## src/rtl/viterbi_decoder_k3.sv

```systemverilog
`default_nettype none
// ============================================================================
// Module   : viterbi_decoder_k3
// Purpose  : Hard-decision Viterbi decoder for the rate-1/2, K=3 (7,5 octal)
//            convolutional code. The decoder keeps four path metrics and a
//            register-exchange survivor memory, and performs a single-cycle
//            add-compare-select for each accepted symbol.
// Revision : 1.0 - initial release
// ----------------------------------------------------------------------------
// Ports
//   CLK          in   1         rising-edge clock
//   RST          in   1         asynchronous active-high reset
//   clear        in   1         synchronous restart; it overrides in_valid
//   in_valid     in   1         parities is accepted on this rising edge
//   parities     in   2         received symbol {g7 bit, g5 bit}
//   out          out  1         decoded data bit
//   out_valid    out  1         one-cycle strobe that qualifies out
//   path_metric  out  PM_WIDTH  normalised metric of the runner-up state
// ============================================================================
module viterbi_decoder_k3 #(
  parameter int TB_DEPTH = 16,
  parameter int PM_WIDTH = 4
) (
  input  logic                CLK,
  input  logic                RST,
  input  logic                clear,
  input  logic                in_valid,
  input  logic [1:0]          parities,
  output logic                out,
  output logic                out_valid,
  output logic [PM_WIDTH-1:0] path_metric
);

  localparam int                  c_cw       = $clog2(TB_DEPTH + 1);
  localparam logic [c_cw-1:0]     c_fill_max = c_cw'(TB_DEPTH);
  localparam logic [PM_WIDTH-1:0] c_pm_init  = PM_WIDTH'(4);

  // The survivor registers hold only TB_DEPTH-1 bits. The oldest bit of a
  // TB_DEPTH-bit survivor is shifted out by the same update that reads it,
  // so it only ever exists in the combinational new-survivor vector.
  logic [PM_WIDTH-1:0] pm_q [4];
  logic [PM_WIDTH-1:0] pm_d [4];
  logic [TB_DEPTH-2:0] sp_q [4];
  logic [TB_DEPTH-2:0] sp_d [4];
  logic [c_cw-1:0]     fill_q, fill_d;
  logic                out_q, out_d;
  logic                out_valid_q, out_valid_d;
  logic [PM_WIDTH-1:0] metric_q, metric_d;

  logic [PM_WIDTH:0]   w_nm      [4];
  logic [TB_DEPTH-1:0] w_sp_new  [4];
  logic [PM_WIDTH-1:0] w_pm_norm [4];
  logic [PM_WIDTH:0]   w_min;
  logic [1:0]          w_best;
  logic [PM_WIDTH-1:0] w_second;

  // Add-compare-select for each next state ns = {b,a}. The predecessors are
  // {0,b} and {1,b}. Because c enters both code bits, the expected symbol
  // from predecessor {1,b} is the one from {0,b} with both bits inverted.
  for (genvar g = 0; g < 4; g++) begin : g_acs
    localparam int         c_a    = g & 1;
    localparam int         c_p0   = (g >> 1) & 1;
    localparam int         c_p1   = 2 + c_p0;
    localparam logic [1:0] c_exp0 = 2'((((c_a ^ c_p0) & 1) << 1) | c_a);
    localparam logic [1:0] c_exp1 = c_exp0 ^ 2'b11;

    logic [1:0]        w_x0, w_x1;
    logic [PM_WIDTH:0] w_cand0, w_cand1;
    logic              w_sel;

    assign w_x0    = parities ^ c_exp0;
    assign w_x1    = parities ^ c_exp1;
    assign w_cand0 = {1'b0, pm_q[c_p0]} + (PM_WIDTH+1)'(w_x0[1]) + (PM_WIDTH+1)'(w_x0[0]);
    assign w_cand1 = {1'b0, pm_q[c_p1]} + (PM_WIDTH+1)'(w_x1[1]) + (PM_WIDTH+1)'(w_x1[0]);
    // A tie keeps the {0,b} branch.
    assign w_sel   = (w_cand1 < w_cand0);
    assign w_nm[g] = w_sel ? w_cand1 : w_cand0;
    assign w_sp_new[g] = w_sel ? {sp_q[c_p1], 1'(c_a)} : {sp_q[c_p0], 1'(c_a)};
  end

  // Normalisation: subtract the smallest new metric so the best is always 0.
  always_comb begin
    w_min = w_nm[0];
    for (int i = 1; i < 4; i++) begin
      if (w_nm[i] < w_min) w_min = w_nm[i];
    end
    for (int i = 0; i < 4; i++) begin
      w_pm_norm[i] = PM_WIDTH'(w_nm[i] - w_min);
    end
  end

  // Lowest-index zero-metric state; scanning downwards leaves the lowest.
  always_comb begin
    w_best = 2'd0;
    for (int i = 3; i >= 0; i--) begin
      if (w_pm_norm[i] == '0) w_best = 2'(i);
    end
  end

  // Runner-up metric: the minimum over every state except the chosen best,
  // so a second zero-metric state yields 0.
  always_comb begin
    w_second = '1;
    for (int i = 0; i < 4; i++) begin
      if ((2'(i) != w_best) && (w_pm_norm[i] < w_second)) w_second = w_pm_norm[i];
    end
  end

  always_comb begin
    pm_d        = pm_q;
    sp_d        = sp_q;
    fill_d      = fill_q;
    out_d       = out_q;
    out_valid_d = 1'b0;
    metric_d    = metric_q;
    if (clear) begin
      for (int i = 0; i < 4; i++) begin
        pm_d[i] = (i == 0) ? '0 : c_pm_init;
        sp_d[i] = '0;
      end
      fill_d   = '0;
      out_d    = 1'b0;
      metric_d = '0;
    end else if (in_valid) begin
      for (int i = 0; i < 4; i++) begin
        pm_d[i] = w_pm_norm[i];
        sp_d[i] = w_sp_new[i][TB_DEPTH-2:0];
      end
      fill_d      = (fill_q == c_fill_max) ? fill_q : fill_q + c_cw'(1);
      out_d       = w_sp_new[w_best][TB_DEPTH-1];
      metric_d    = w_second;
      out_valid_d = (fill_d == c_fill_max);
    end
  end

  always_ff @(posedge CLK or posedge RST) begin
    if (RST) begin
      for (int i = 0; i < 4; i++) begin
        pm_q[i] <= (i == 0) ? '0 : c_pm_init;
        sp_q[i] <= '0;
      end
      fill_q      <= '0;
      out_q       <= 1'b0;
      out_valid_q <= 1'b0;
      metric_q    <= '0;
    end else begin
      pm_q        <= pm_d;
      sp_q        <= sp_d;
      fill_q      <= fill_d;
      out_q       <= out_d;
      out_valid_q <= out_valid_d;
      metric_q    <= metric_d;
    end
  end

  assign out         = out_q;
  assign out_valid   = out_valid_q;
  assign path_metric = metric_q;

endmodule
`default_nettype wire

```

## config.mk

```make
export PLATFORM = sky130hd
export DESIGN_NAME = viterbi_decoder_k3
export DESIGN_NICKNAME = d
export VERILOG_FILES = /design/src/rtl/viterbi_decoder_k3.sv
export SDC_FILE = /design/constraint.sdc
export NUM_CORES = 1
export LEC_CHECK = 0
export ABC_AREA = 1
export CAP_MARGIN = 15
export CORE_MARGIN = 3
export CORE_UTILIZATION = 49
export DETAILED_ROUTE_END_ITERATION = 7
export DONT_BUFFER_PORTS = 1
export MAX_ROUTING_LAYER = met4
export SETUP_SLACK_MARGIN = 0.02
export SLEW_MARGIN = 30
export SYNTH_ARGS = -nofsm -noshare
export SYNTH_HDL_FRONTEND = slang
export SYNTH_SLANG_ARGS = --single-unit
```

## constraint.sdc

```tcl
create_clock -name CLK -period 11.6 [get_ports CLK]
set_clock_uncertainty 0.05 [all_clocks]
set_input_delay 3.48 -clock CLK [delete_from_list [all_inputs] [get_ports CLK]]
set_output_delay 3.48 -clock CLK [all_outputs]
set_load 0.02 [all_outputs]
```

==> impl_metrics.tcl <==
set metrics [dict create \
    cts_buffer_depth 2 \
    ioPinCount 12 \
    drt_iter0_drc 310 \
    die_h_um 121 \
    place_congestion 0.917 \
    ctsRootBufferMaster "clkbuf_16" \
    grtUsageTotal 0.257 \
    cp.required_ns 11.77 \
    area.growth.synth_to_final_pct 24.9 \
    yosys.area.top_type_share 0.299 \
    setup_viol 0 \
    crit_buf_inv 8 \
    start_kind "primary input" \
    cts_made_buffers 9 \
    hold_path_depth 2 \
    start_util 0.509 \
    r2r-start "pm_q[4]" \
    die-area_mm2 0.0147 \
    die_x_um 121 \
    crit_path_max_fanout 7 \
    min_to "sp_q[1]" \
    reg2reg_to "path_metric[0]" \
    synth.ff_latch_count 81 \
    grt_pass1_vias 6047 \
    cp.arrival_ns 11.29 \
    port_buffers 0 \
    core.rowCount 41 \
    ant_nets 0 \
    yosysUniqueCellTypes 42 \
    synthTopCellsByArea "dfrtp_1 30%, nand2_1 13%, o21ai_0 10%" \
    gr-total-overflow 0 \
    worst_slew_pin_slew_ns 0.783 \
    cp-end-kind "flip-flop" \
    synthArstFlopShare 1.00 \
    yosys_warnings 0 \
    synth_top_area_cell "dfrtp_1" \
    nFillCells 1116 \
    cp_common_cell "nand2_1" \
    hold_buffers 0 \
    wl_mm 18.7 \
    syn_area_mm2 0.00653 \
    dpl.hpwl_mm 13.7 \
    drc 0 \
    design_area_mm2 0.00816 \
    postPlaceCellArea_mm2 0.00730 \
    crit_family "simple AND/OR/NAND/NOR gates" \
    n_antenna_cell 0 \
    drv_slew 0 \
    wl_per_cell_um 15.8 \
    grt_pass1_wl_mm 29.3 \
    clk_latency_ns 0.34 \
    layout_min_cycle_time_ns 11.12 \
    syn-instance-count 921 \
    timing.fmax_mhz 89.9 \
    viasPerCell 5.45 \
    relSlewSlack 0.474 \
    run_status "completed" \
    max-cap-violations 0 \
    dr.pass1.iters 5 \
    synth_most_common_cell "nand2_1" \
    ys_top_cells_by_count "231 x nand2_1, 131 x o21ai_0, 109 x inv_1" \
    synthFlopType "dfrtp_1" \
    path_clk_slew_ns 0.06 \
    path_class "in2reg" \
    rr_worst_depth 62 \
    max_stage_delay_ns 0.41 \
    synth_nets 982 \
    avgSynthCellArea_um2 7.09 \
    r2r_slack_ns 3.19 \
    fin_nets 1065 \
    finalHoldViolCount 0 \
    core_area_mm2 0.0128 \
    htree_levels 3 \
    drive_gt1_frac 0.254 \
    cp-startpoint "parities[1]" \
    cts_tree "done" \
    cts.sinks 81 \
    synth_edf_count 0 \
    ys_seq_area_frac 0.311 \
    slowest_stage "fa_2" \
    grt_antenna_before_repair 0 \
    grt_max_degree 82 \
    via_count 6439 \
    timing.final.crit_share 0.959 \
    hold_path.startpoint "sp_q[1]" \
    min_path_type "reg2reg" \
]
flip-flops by register name, summed over array words and instances, names as in the netlist:
signal / flops
sp_q: 54
pm_q: 16
fill_q: 5
path_metric: 4
out: 1
out_valid: 1
worst min-delay path, stage by stage (launching register included):
cell	delay, ns
dfrtp_1	0.34
nand2_1	0.05
o21ai_0	0.06
worst max path at each step:
stage / cells past startpoint / endpoint
floorplan: 59 / path_metric[2]
finish: 61 / path_metric[0]
CTS: 61 / path_metric[3]
global placement: 66 / path_metric[0]
global route: 65 / path_metric[3]
detailed placement: 63 / path_metric[3]
layout make-up:
class | instances | area (µm²) | area share
clock buffers | 13 | 250 | 0.0307
clock inverters | 3 | 65.1 | 0.00798
inverters | 121 | 458 | 0.0562
multi-input cells | 686 | 4320 | 0.530
flip-flops and latches | 81 | 2030 | 0.249
well taps | 172 | 215 | 0.0264
repair buffers | 105 | 815 | 0.0999
per-layer routing:
metal	up-vias	share of wire	track usage
met2	167	0.51	0.444
met3	47	0.049	0.0396
li1	3164	-	-
met5	-	0	-
met1	3061	0.41	0.310
met4	0	0.027	0.0798
through the flow:
| step | hold slack [ns] | worst slack, ns | setup TNS, ns | cells | util |
|---|---|---|---|---|---|
| 2_1_floorplan | 0.403 | 0.0264 | 0 | 921 | - |
| 3_3_place_gp | 0.422 | -0.151 | -0.554 | 1151 | 0.569 |
| 3_5_place_dp | 0.424 | -0.397 | -1.55 | 1151 | 0.569 |
| 4_1_cts | 0.439 | 0.0289 | 0 | 1167 | 0.594 |
| 5_1_grt | 0.471 | -0.0945 | -0.321 | 1181 | 0.636 |
| 6_report | 0.434 | 0.478 | 0 | 1181 | 0.636 |
kinds of logic after synthesis:
group,synth area share
AND/OR/NAND/NOR,0.309
AO/OA/AOI/OAI,0.147
buffers and inverters,0.0953
flip-flops,0.311
adder cells (fa/ha/maj),0.117
XOR/XNOR,0.0215
timing repair:
action / in CTS / in global routing
resized for setup: 2 / 96
setup buffers: 0 / 14
endpoints found under the hold margin: 0 / 0
pin swaps: 0 / 41
setup endpoints to repair: 4 / 4
layout by cell type (no fill, tap or decap), drive strengths merged:
cell type / netlist / final
nand2: 263 / 263
o21ai: 139 / 139
inv: 119 / 118
buf: 7 / 105
dfrtp: 78 / 78
nand3: 76 / 76
nor2: 71 / 71
ha: 45 / 45
nand4: 19 / 19
o22ai: 18 / 18
xor2: 14 / 14
clkbuf: 26 / 13
fa: 10 / 10
a21oi: 10 / 10
clkinv: 2 / 4
or2: 4 / 4
nand3b: 3 / 3
dfstp: 3 / 3
o21a: 2 / 2
o2111ai: 2 / 2
xnor2: 2 / 2
bufinv: 0 / 2
a211oi: 2 / 2
nor3: 1 / 1
and2: 1 / 1
o211ai: 1 / 1
a21boi: 1 / 1
o21bai: 1 / 1
a31oi: 1 / 1
Power is left out: the tool's default activity adds up to more than one toggle a clock period on the data nets, which glitch-free logic cannot reach.
